### config.mk
export PLATFORM = sky130hd
export DESIGN_NAME = sa_result_collector
export DESIGN_NICKNAME = d
export VERILOG_FILES = /design/src/rtl/sa_result_collector.sv
export SDC_FILE = /design/constraint.sdc
export NUM_CORES = 1
export LEC_CHECK = 0
export CAP_MARGIN = 20
export CORE_UTILIZATION = 51
export CTS_CLUSTER_SIZE = 16
export DETAILED_ROUTE_END_ITERATION = 7
export PLACE_DENSITY = 0.82
export SLEW_MARGIN = 25
export SYNTH_ARGS = -nofsm -noshare
export SYNTH_HDL_FRONTEND = slang
export SYNTH_SLANG_ARGS = --single-unit
export TNS_END_PERCENT = 30
### constraint.sdc
create_clock -name pe_clk -period 3.95 [get_ports pe_clk]
set_input_delay 0.79 -clock pe_clk [delete_from_list [all_inputs] [get_ports pe_clk]]
set_output_delay 0.79 -clock pe_clk [all_outputs]
set_load 0.1 [all_outputs]
### src/rtl/sa_result_collector.sv
// sa_result_collector: de-skews systolic array bottom-edge outputs into aligned vectors,
// buffers them in a credit-protected FIFO behind a valid/ready handshake.
module sa_result_collector #(
  parameter int ELEMENT_BITS = 8,
  parameter int COLS = 4,
  parameter int LAT = 3,
  parameter int DEPTH = 4
) (
  input  logic                         pe_clk,
  input  logic                         reset_n,
  input  logic                         inject,
  output logic                         inject_ready,
  input  logic [COLS*ELEMENT_BITS-1:0] col_data,
  input  logic                         flush,
  output logic                         res_valid,
  input  logic                         res_ready,
  output logic [COLS*ELEMENT_BITS-1:0] res_data,
  output logic                         drop_err
);
  localparam int TL = LAT + COLS - 1;
  localparam int AW = DEPTH > 1 ? $clog2(DEPTH) : 1;
  localparam int CW = $clog2(DEPTH + 1);
  logic [TL-1:0] tags;
  logic [COLS*ELEMENT_BITS-1:0] row;
  logic [COLS*ELEMENT_BITS-1:0] mem [DEPTH];
  logic [AW-1:0] wr_ptr, rd_ptr;
  logic [CW-1:0] credits, fifo_cnt;
  logic acc, pop, push;
  assign inject_ready = credits < CW'(DEPTH);
  assign res_valid = fifo_cnt != '0;
  assign res_data = mem[rd_ptr];
  assign acc = inject & inject_ready;
  assign pop = res_valid & res_ready;
  assign push = tags[TL-1];
  genvar j;
  // Earlier columns are delayed so every column lines up with the last one.
  for (j = 0; j < COLS - 1; j++) begin : g_skew
    logic [ELEMENT_BITS-1:0] sr [COLS-1-j];
    always_ff @(posedge pe_clk) begin
      sr[0] <= col_data[j*ELEMENT_BITS +: ELEMENT_BITS];
      for (int k = 1; k < COLS - 1 - j; k++) sr[k] <= sr[k-1];
    end
    assign row[j*ELEMENT_BITS +: ELEMENT_BITS] = sr[COLS-2-j];
  end
  assign row[(COLS-1)*ELEMENT_BITS +: ELEMENT_BITS] = col_data[(COLS-1)*ELEMENT_BITS +: ELEMENT_BITS];
  always_ff @(posedge pe_clk) begin
    if (!reset_n) begin
      tags <= '0;
      credits <= '0;
      fifo_cnt <= '0;
      wr_ptr <= '0;
      rd_ptr <= '0;
      drop_err <= 1'b0;
      for (int i = 0; i < DEPTH; i++) mem[i] <= '0;
    end else if (flush) begin
      tags <= '0;
      credits <= '0;
      fifo_cnt <= '0;
      wr_ptr <= '0;
      rd_ptr <= '0;
    end else begin
      tags <= {tags[TL-2:0], acc};
      credits <= credits + CW'(acc) - CW'(pop);
      fifo_cnt <= fifo_cnt + CW'(push) - CW'(pop);
      if (push) begin
        mem[wr_ptr] <= row;
        wr_ptr <= wr_ptr == AW'(DEPTH - 1) ? '0 : wr_ptr + AW'(1);
      end
      if (pop) rd_ptr <= rd_ptr == AW'(DEPTH - 1) ? '0 : rd_ptr + AW'(1);
      if (inject && !inject_ready) drop_err <= 1'b1;
    end
  end
endmodule

# Word level (Yosys, flattened, before mapping)
# Memory sizes are Yosys's and may differ from the RTL's. A register that Yosys moved wholly into a read port is not among the register bits.
# Cells that the tools add are included.
[totals] mem_bits_rw=176 word_cells=41 n_memories=4 regBits=17
[memory_table] name="mem" words=4 width=32 rd=1 rd_clocked_by_memory_dff=1 wr=4 line="25" text="logic [COLS*ELEMENT_BITS-1:0] mem [DEPTH];"
[memory_table] name="g_skew[0].sr" words=3 width=8 rd=3 rd_clocked_by_memory_dff=0 wr=3 line="38" text="logic [ELEMENT_BITS-1:0] sr [COLS-1-j];"
[memory_table] name="g_skew[1].sr" words=2 width=8 rd=2 rd_clocked_by_memory_dff=0 wr=2 line="38"
[memory_table] name="g_skew[2].sr" words=1 width=8 rd=1 rd_clocked_by_memory_dff=0 wr=1 line="38"
[op_classes] magnitude_cmp=1 bitwise_logic=4 eq_ne=2 mux=12 reduce_logical=6 n_addsub=6
[op_table] cell="$mux 32" n=1
[op_table] cell="$reduce_or 32->1" n=1
[op_table] cell="$mux 2" n=5
[op_table] cell="$add 3x1->3" n=2
[op_table] cell="$mux 1" n=6
[op_table] cell="$sub 3x1->3" n=2
[op_table] cell="$add 2x1->2 const B" n=2
[op_table] cell="$eq 2x2->1 const B" n=2
[op_table] cell="$lt 3x3->1 const B" n=1
[op_table] cell="$reduce_bool 3->1" n=1
[op_table] cell="$and 1x1->1" n=2
[op_table] cell="$not 1->1" n=2
[op_table] cell="$reduce_and 2->1" n=1
[op_table] cell="$reduce_or 2->1" n=1
[op_table] cell="$logic_and 1x1->1" n=1
[op_table] cell="$logic_not 1->1" n=1

# Logic depth before layout (Yosys ltp)
# Gate-level depths: netlist of run 1.
[logic_depth] depth_word=6 ltp_mapped=8

# Worst setup path after synthesis of run 1
# Ideal clock, no wire load.
[synth_path] kind="input-to-reg" start="input port flush" end="memory mem[0][0] in the netlist's numbering (enable)" n_path_buf=1 slack_ns=0.010 path_stages=3 required_time_ns=3.484 setup_ns=0.466 t_arrival_ns=3.474 cell_sequence="nand4bb_1 buf_4 o21ai_0"
[synth_lines] item="start, declared" line="14" text="input logic flush,"
[synth_lines] item="end, declared" line="25"

==> results by group, run 1 <==
Floorplan
  – Starting Density: 52.7%
  – Core Footprint: 14600 um^2
  – Die ar.: 15600 um^2
  – I/O Pins: slightly above 70
  – Die Wd: 125 um
  – DIE HEIGHT: 125 um
  – Cell Rows: 44

Worst hold path
  – Hold/Removal Path Class: flop to flop

Run status
  – Run status: complete, but fails checks
  – Failing checks: DRC

Clock network
  – Worst skew pair latency: 430 ps
  – Post-CTS Setup Bufs: 0
  – Sink Count: 195
  – TritonCTS buffer count: 17
  – CTS tree: done
  – Hold_buf cts: 0
  – Clk pin slew, worst setup/hold paths: around 70 ps
  – Post-cts sizing count: 0
  – Root Buffer: clkbuf_16
  – Max Root-Sink Buffers: 2
  – Htree depth: 4

Yosys
  – Most instantiated cells after synthesis: edfxtp_1 (128), nor3_2 (70), dfxtp_1 (67)
  – Top FF cell, synth: edfxtp_1
  – Asr flop ratio synth: 0%
  – Post-synth EDFFs: 128
  – Post-Syn Area: 7720 um^2
  – Yosys warning count: 0
  – Number of synthesized register bits: 195
  – Main area contributors after synthesis: edfxtp_1 (50%), dfxtp_1 (17%), mux4_2 (9.3%)
  – Register area share after synthesis: 67.2%
  – Synth unique cells: 33
  – Mapped Cells: 478
  – Post-synth top area share: 49.8%
  – Mean post-synth cell area: 16.2 um^2
  – Post-synth top area cell: edfxtp_1
  – Count leader, synth: edfxtp_1
  – Synthesized net count: 523

Global routing
  – GR Overflow Total: 0
  – Met2 Use GR: 33.9%
  – Vias in the first global route: 4355
  – M3 GR Usage: 5.18%
  – Gr usage total: 19.6%
  – M1 GR Usage: 23.2%
  – Largest net degree at the start of global routing: slightly below 70
  – Initial antenna violation count: 0
  – First-pass GRT wire length: ~23000 um
  – Most used routing layer in global routing: met2

Worst setup path
  – CP max FO: 13
  – Worst endpoint data arrival time: 2240 ps
  – Critical path type: flop to output pin
  – Critical path cell sequence: buf_4 > mux4_2 > buf_4
  – Most common cell on crit path: buf_4
  – Required @ worst endpoint: 3160 ps
  – CP max stage cell: dfxtp_2
  – Crit-path max cell delay: 650 ps
  – CP Launch Type: flop
  – Crit. End Element: output pin

Placed design
  – Port Buffers: 71
  – Placed cell area: 8550 um^2
  – Dpl ws: 676 ps
  – GP Congestion: 0.754
  – Post-DP HPWL: about 8700 um

Finish
  – Ant diodes: 0
  – P&R area growth vs syn: 18.1%
  – Share of layout cells above drive strength 1: 33.5%
  – Post-layout nets: 590
  – Filler cell count: 1052
  – Final Cell Area: 9120 um^2

Detailed routing
  – Wire length per cell: 19.1 um
  – Final wirelength: 14100 um
  – DR vias: 4116
  – Detailed-route vias per instance: 5.55
  – Initial DRC Count: 497
  – DR pass1 iterations: 7
  – Routed Antenna Nets: 0
  – DRC errors left: 18

Power and ir drop
  – Power Density: between 400 and 500 nW/um^2
  – Pwr Total: 4.08 mW
  – Max rail drop VDD: 0.277 mV
  – Lkg Pwr: 3.59 nW

Run
  – MaxCap Viol Count: 0

STA
  – F_max: between 300 and 400 MHz
  – Period utilisation layout: 76.7%
  – Endpoints failing hold: 0
  – Worst Tran Pin Value: between 900 and 1000 ps
  – Setup TNS: 0 ps
  – Min cycle time layout: 3030 ps
  – Setup Skew: ~10 ps
  – Max-Slew Margin vs Limit: 35.4%
  – # setup viols final: 0
  – Fin worst setup slack: 920 ps
  – Final slew viol count: 0
  – Unrepaired setup endpoints after global routing: false
-- layer usage --
metal / up-vias / part of all wire, % / wire length [um]
met5: - / 0 / 0
met4: 0 / 1.8 / 249
met3: 19 / 6.3 / 884
met2: 120 / 53 / 7490
met1: 2070 / 39 / 5510
li1: 1907 / - / -
-- worst max-delay path, delay by kind of cell (launching register included) --
kind                   cells  cell delay [ps]
buffers and inverters      2              580
DFF                        1              650
muxes                      1              560
-- power by group --
part | leakage [nW] | switching, mW | total (mW) | internal, mW
combinational | 1.42 | 0.147 | 0.217 | 0.0700
clock | 0.279 | 0.718 | 1.60 | 0.885
sequential | 1.89 | 0.0220 | 2.26 | 2.23
-- metrics by stage --
stage                     std cells  util [%]  hold slack, ps
after detailed placement        710      58.4             312
after global placement          710      58.4             310
after floorplan                 478         -             310
after global routing            742      62.3             333
final                           742      62.3             323
after CTS                       742      62.2             328
-- sequential cells by signal, summed over array words and instances, names as in the netlist, named ones only --
signal     cells
mem          128
wr_ptr         2
tags           6
credits        3
fifo_cnt       3
g_skew.sr     48
drop_err       1
rd_ptr         2
-- path summary, 6_finish.rpt --
path	startpoint	end	slack, ps	cells past startpoint
max	flop	res_data[2]	920	3
min	g_skew[0].sr[0][10]	g_skew[0].sr[0][18]	320	0
min reg2reg	g_skew[0].sr[0][10]	g_skew[0].sr[0][18]	320	0
max reg2reg	tags[5]	mem[3][2]	1670	3
-- cells in the final DEF, fill, tap and decap left out, drive strengths merged --
master,n
nor2b,1
nand4b,1
edfxtp,128
mux4,32
and3,32
o31a,1
nand2,1
and2,7
mux2i,3
clkbuf,22
or3,1
o21ai,3
nand3b,3
a21oi,1
inv,40
nor3,96
o21a,1
o31ai,1
and3b,1
xnor3,2
clkdlybuf4s50,39
nand4bb,1
buf,46
clkinv,9
nor2,6
dfxtp,67
nand2b,3
or3b,1
ha,6
or4b,1
fa,2
-- cell type report --
type / instances / area [um^2] / area share, %
clock buffer: 22 / 487 / 5.34
clock inverter: 10 / 73.8 / 0.810
inverter: 39 / 146 / 1.61
multi-input combinational: 207 / 2240 / 24.5
sequential: 195 / 5190 / 56.9
tap: 184 / 230 / 2.52
timing repair buffer: 85 / 752 / 8.25
-- cells by family after synthesis --
logic type      after synthesis  synth area share (%)
buf+inv                      76                  4.81
flops                       195                  67.2
compound gates                7                 0.567
simple gates                155                  15.7
xor+xnor                      2                 0.583
fa+ha+maj                     8                  1.49
mux                          35                  9.72
Power figures use the tool's default switching activity.
==> run 2: changes to the inputs <==
- CORE_UTILIZATION: 51 -> 57
- PLACE_DENSITY: 0.82 -> 0.86
- clock period: 3.95 -> 3.15 ns (I/O delays scaled with it)
==> run 2 against run 1 <==
Sequential share of layout area fell by 0.46 points. Register-to-register slack got worse by 620 ps. Combinational power rose by 27%. Highest routed layer unchanged. Critical path depth did not move. Non-clock buffer count rose by 8. Utilization rose by 7.1 points. Flip-flop and latch count did not move. Clock power rose by 36%. Critical path type unchanged. The run now ends clean. Via count rose by 2.2%.
==> results by group, run 2 (synthesis results as in run 1) <==
Worst setup path
  – Buf/Inv on CP: 2 (unchanged)
  – Crit-path max cell delay: 680 ps (was 650 ps)
  – CP max stage cell: dfxtp_2 (unchanged)
  – FF-to-FF End: fifo_cnt[2] (was mem[3][2])
  – Top delay family on crit path: flip-flops (unchanged)
  – Crit. End Element: output pin (unchanged)
  – Worst endpoint data arrival time: 2000 ps (was 2240 ps)
  – CP max FO: 19 (was 13)
  – Required @ worst endpoint: 2520 ps (was 3160 ps)
  – Reg2reg start: fifo_cnt[1] (was tags[5])
  – Critical path type: flop to output pin (unchanged)
  – Critical path depth: 3 (unchanged)
  – Worst reg2reg path depth: 8 (was 3)
  – Critical path cell sequence: buf_4 > mux4_2 > buf_4 (unchanged)
  – CP Launch Type: flop (unchanged)
  – FF-to-FF setup slack: 1050 ps (was 1670 ps)
  – Most common cell on crit path: buf_4 (unchanged)

Finish
  – FF/Latch Area: 5190 um^2 (unchanged)
  – Most frequent cells in the layout: edfxtp_1 (128), nor3_2 (70), dfxtp_1 (64), buf_4 (54), inv_1 (38) (was edfxtp_1 (128), nor3_2 (70), dfxtp_1 (64), buf_4 (44), clkdlybuf4s50_1 (39))
  – Ant diodes: 0 (unchanged)
  – Leading registers by flop count: mem (128), g_skew.sr (48), tags (6) (unchanged)
  – Post-layout nets: 598 (was 590)
  – P&R area growth vs syn: 19.1% (was 18.1%)
  – Share of layout cells above drive strength 1: 35.3% (was 33.5%)
  – Filler cell count: 854 (was 1052)
  – Reg with most FFs: mem (unchanged)
  – Commonest non-fill, non-tap cell in the layout: edfxtp_1 (unchanged)
  – Multi-input gate area: 2230 um^2 (was 2240 um^2)
  – Number of flip-flops in the largest register: 128 (unchanged)

Detailed routing
  – Final wirelength: 14600 um (was 14100 um)
  – DR vias: 4207 (was 4116)
  – Routed Antenna Nets: 0 (unchanged)
  – Detailed-route vias per instance: 5.67 (was 5.55)
  – Wire length per cell: 19.6 um (was 19.1 um)
  – Initial DRC Count: 389 (was 497)
  – DRC errors left: 0 (was 18)
  – DR pass1 iterations: 4 (was 7)

Clock network
  – Hold_buf cts: 0 (unchanged)
  – Worst skew pair latency: 430 ps (about the same)
  – Sink Count: 195 (unchanged)
  – Post-CTS Setup Bufs: 0 (unchanged)
  – Post-cts sizing count: 0 (unchanged)
  – Max Root-Sink Buffers: 2 (unchanged)
  – CTS tree: done (unchanged)
  – Htree depth: 4 (unchanged)
  – Root Buffer: clkbuf_16 (unchanged)
  – Clk pin slew, worst setup/hold paths: 70 ps (about the same)
  – TritonCTS buffer count: 17 (unchanged)

Global routing
  – Vias in the first global route: 4522 (was 4355)
  – Initial antenna violation count: 0 (unchanged)
  – Most used routing layer in global routing: met2 (unchanged)
  – M3 GR Usage: 5.55% (was 5.18%)
  – Met2 Use GR: 39.0% (was 33.9%)
  – Gr usage total: 22.9% (was 19.6%)
  – First-pass GRT wire length: 23700 um (was 22700 um)
  – Largest net degree at the start of global routing: 69 (unchanged)
  – M1 GR Usage: 27.8% (was 23.2%)
  – GR Overflow Total: 0 (unchanged)

Power and ir drop
  – Max rail drop VDD: 0.463 mV (was 0.277 mV)
  – Power Density: 574 nW/um^2 (was 447 nW/um^2)
  – Pwr Total: 5.27 mW (was 4.08 mW)
  – Lkg Pwr: 3.63 nW (was 3.59 nW)

Worst hold path
  – Hold EP: g_skew[0].sr[0][14] (was g_skew[0].sr[0][18])
  – Worst Hold Depth: 0 (unchanged)
  – Hold Path Origin: g_skew[0].sr[0][6] (was g_skew[0].sr[0][10])
  – Hold/Removal Path Class: flop to flop (unchanged)

STA
  – Unrepaired setup endpoints after global routing: false (unchanged)
  – Max-Slew Margin vs Limit: 45.1% (was 35.4%)
  – Min cycle time layout: 2630 ps
  – Worst Tran Pin Value: 824 ps (was 965 ps)
  – Period utilisation layout: 83.4%
  – # setup viols final: 0 (unchanged)
  – Setup Skew: 9.30 ps (was 9.99 ps)
  – Endpoints failing hold: 0 (unchanged)
  – Final slew viol count: 0 (unchanged)
  – Hold_ws: 328 ps (was 323 ps)
  – F_max: 381 MHz

Floorplan
  – DIE HEIGHT: 118 um (was 125 um)
  – Die ar.: 14000 um^2 (was 15600 um^2)
  – Cell Rows: 42 (was 44)
  – Core Footprint: 13200 um^2 (was 14600 um^2)
  – I/O Pins: 72 (unchanged)
  – Die Wd: 118 um (was 125 um)
  – Starting Density: 58.3% (was 52.7%)

Placed design
  – Post-DP HPWL: 8340 um (was 8670 um)
  – GP Congestion: 0.718 (was 0.754)
  – Port Buffers: 71 (unchanged)

Run
  – MaxCap Viol Count: 0 (unchanged)

Run status
  – Run status: complete, no violations (was complete, but fails checks)
-- run 2: changes by cell type in the layout (fill, tap and decap cells not counted), moves of 3 or more --
cell / before / now
buf_4: 44 / 54
clkbuf_1: 3 / 0
clkdlybuf4s50_1: 39 / 36
inv_6: 1 / 4
inv_8: 0 / 3
-- run 2: stage by stage --
stage          cell area [um^2]  TNS (ps)  utilization [%]  setup slack, ps  std cells
2_1_floorplan              7720    -71610                -             -630        478
3_3_place_gp               8580         0             64.8              415        709
3_5_place_dp               8580         0             64.8              407        709
4_1_cts                    9180         0             69.3              463        741
5_1_grt                    9190         0             69.4              416        742
6_report                   9190         0             69.4              523        742
-- run 2: routing by layer --
layer | routed length, um | vias up
met1 | 5680 | 2116
met4 | 291 | 0
met3 | 888 | 22
li1 | - | 1921
met5 | 0 | -
met2 | 7710 | 148
-- run 2: report_power, final --
group / switching (mW) / leakage, nW / internal, mW
Combinational: 0.186 / 1.44 / 0.0902
Sequential: 0.0270 / 1.89 / 2.80
Clock: 0.977 / 0.292 / 1.19
Total: 1.19 / 3.63 / 4.08
-- run 2: worst max-delay path by stage --
stage	startpoint	to	slack [ps]
6_report	flop	res_data[19]	520
5_1_grt	flop	res_data[19]	420
4_1_cts	flop	res_data[19]	460
3_5_place_dp	flush	mem[3][24]	410
3_3_place_gp	flush	mem[3][24]	410
2_1_floorplan	flush	mem[0][0]	-630
-- run 2: cell type report --
class                      count  share of cell area (%)
clock buffer                  17                    4.63
clock inverter                15                    1.86
inverter                      39                    1.59
multi-input combinational    207                    24.3
sequential                   195                    56.5
tap                          176                    2.40
timing repair buffer          93                    8.79
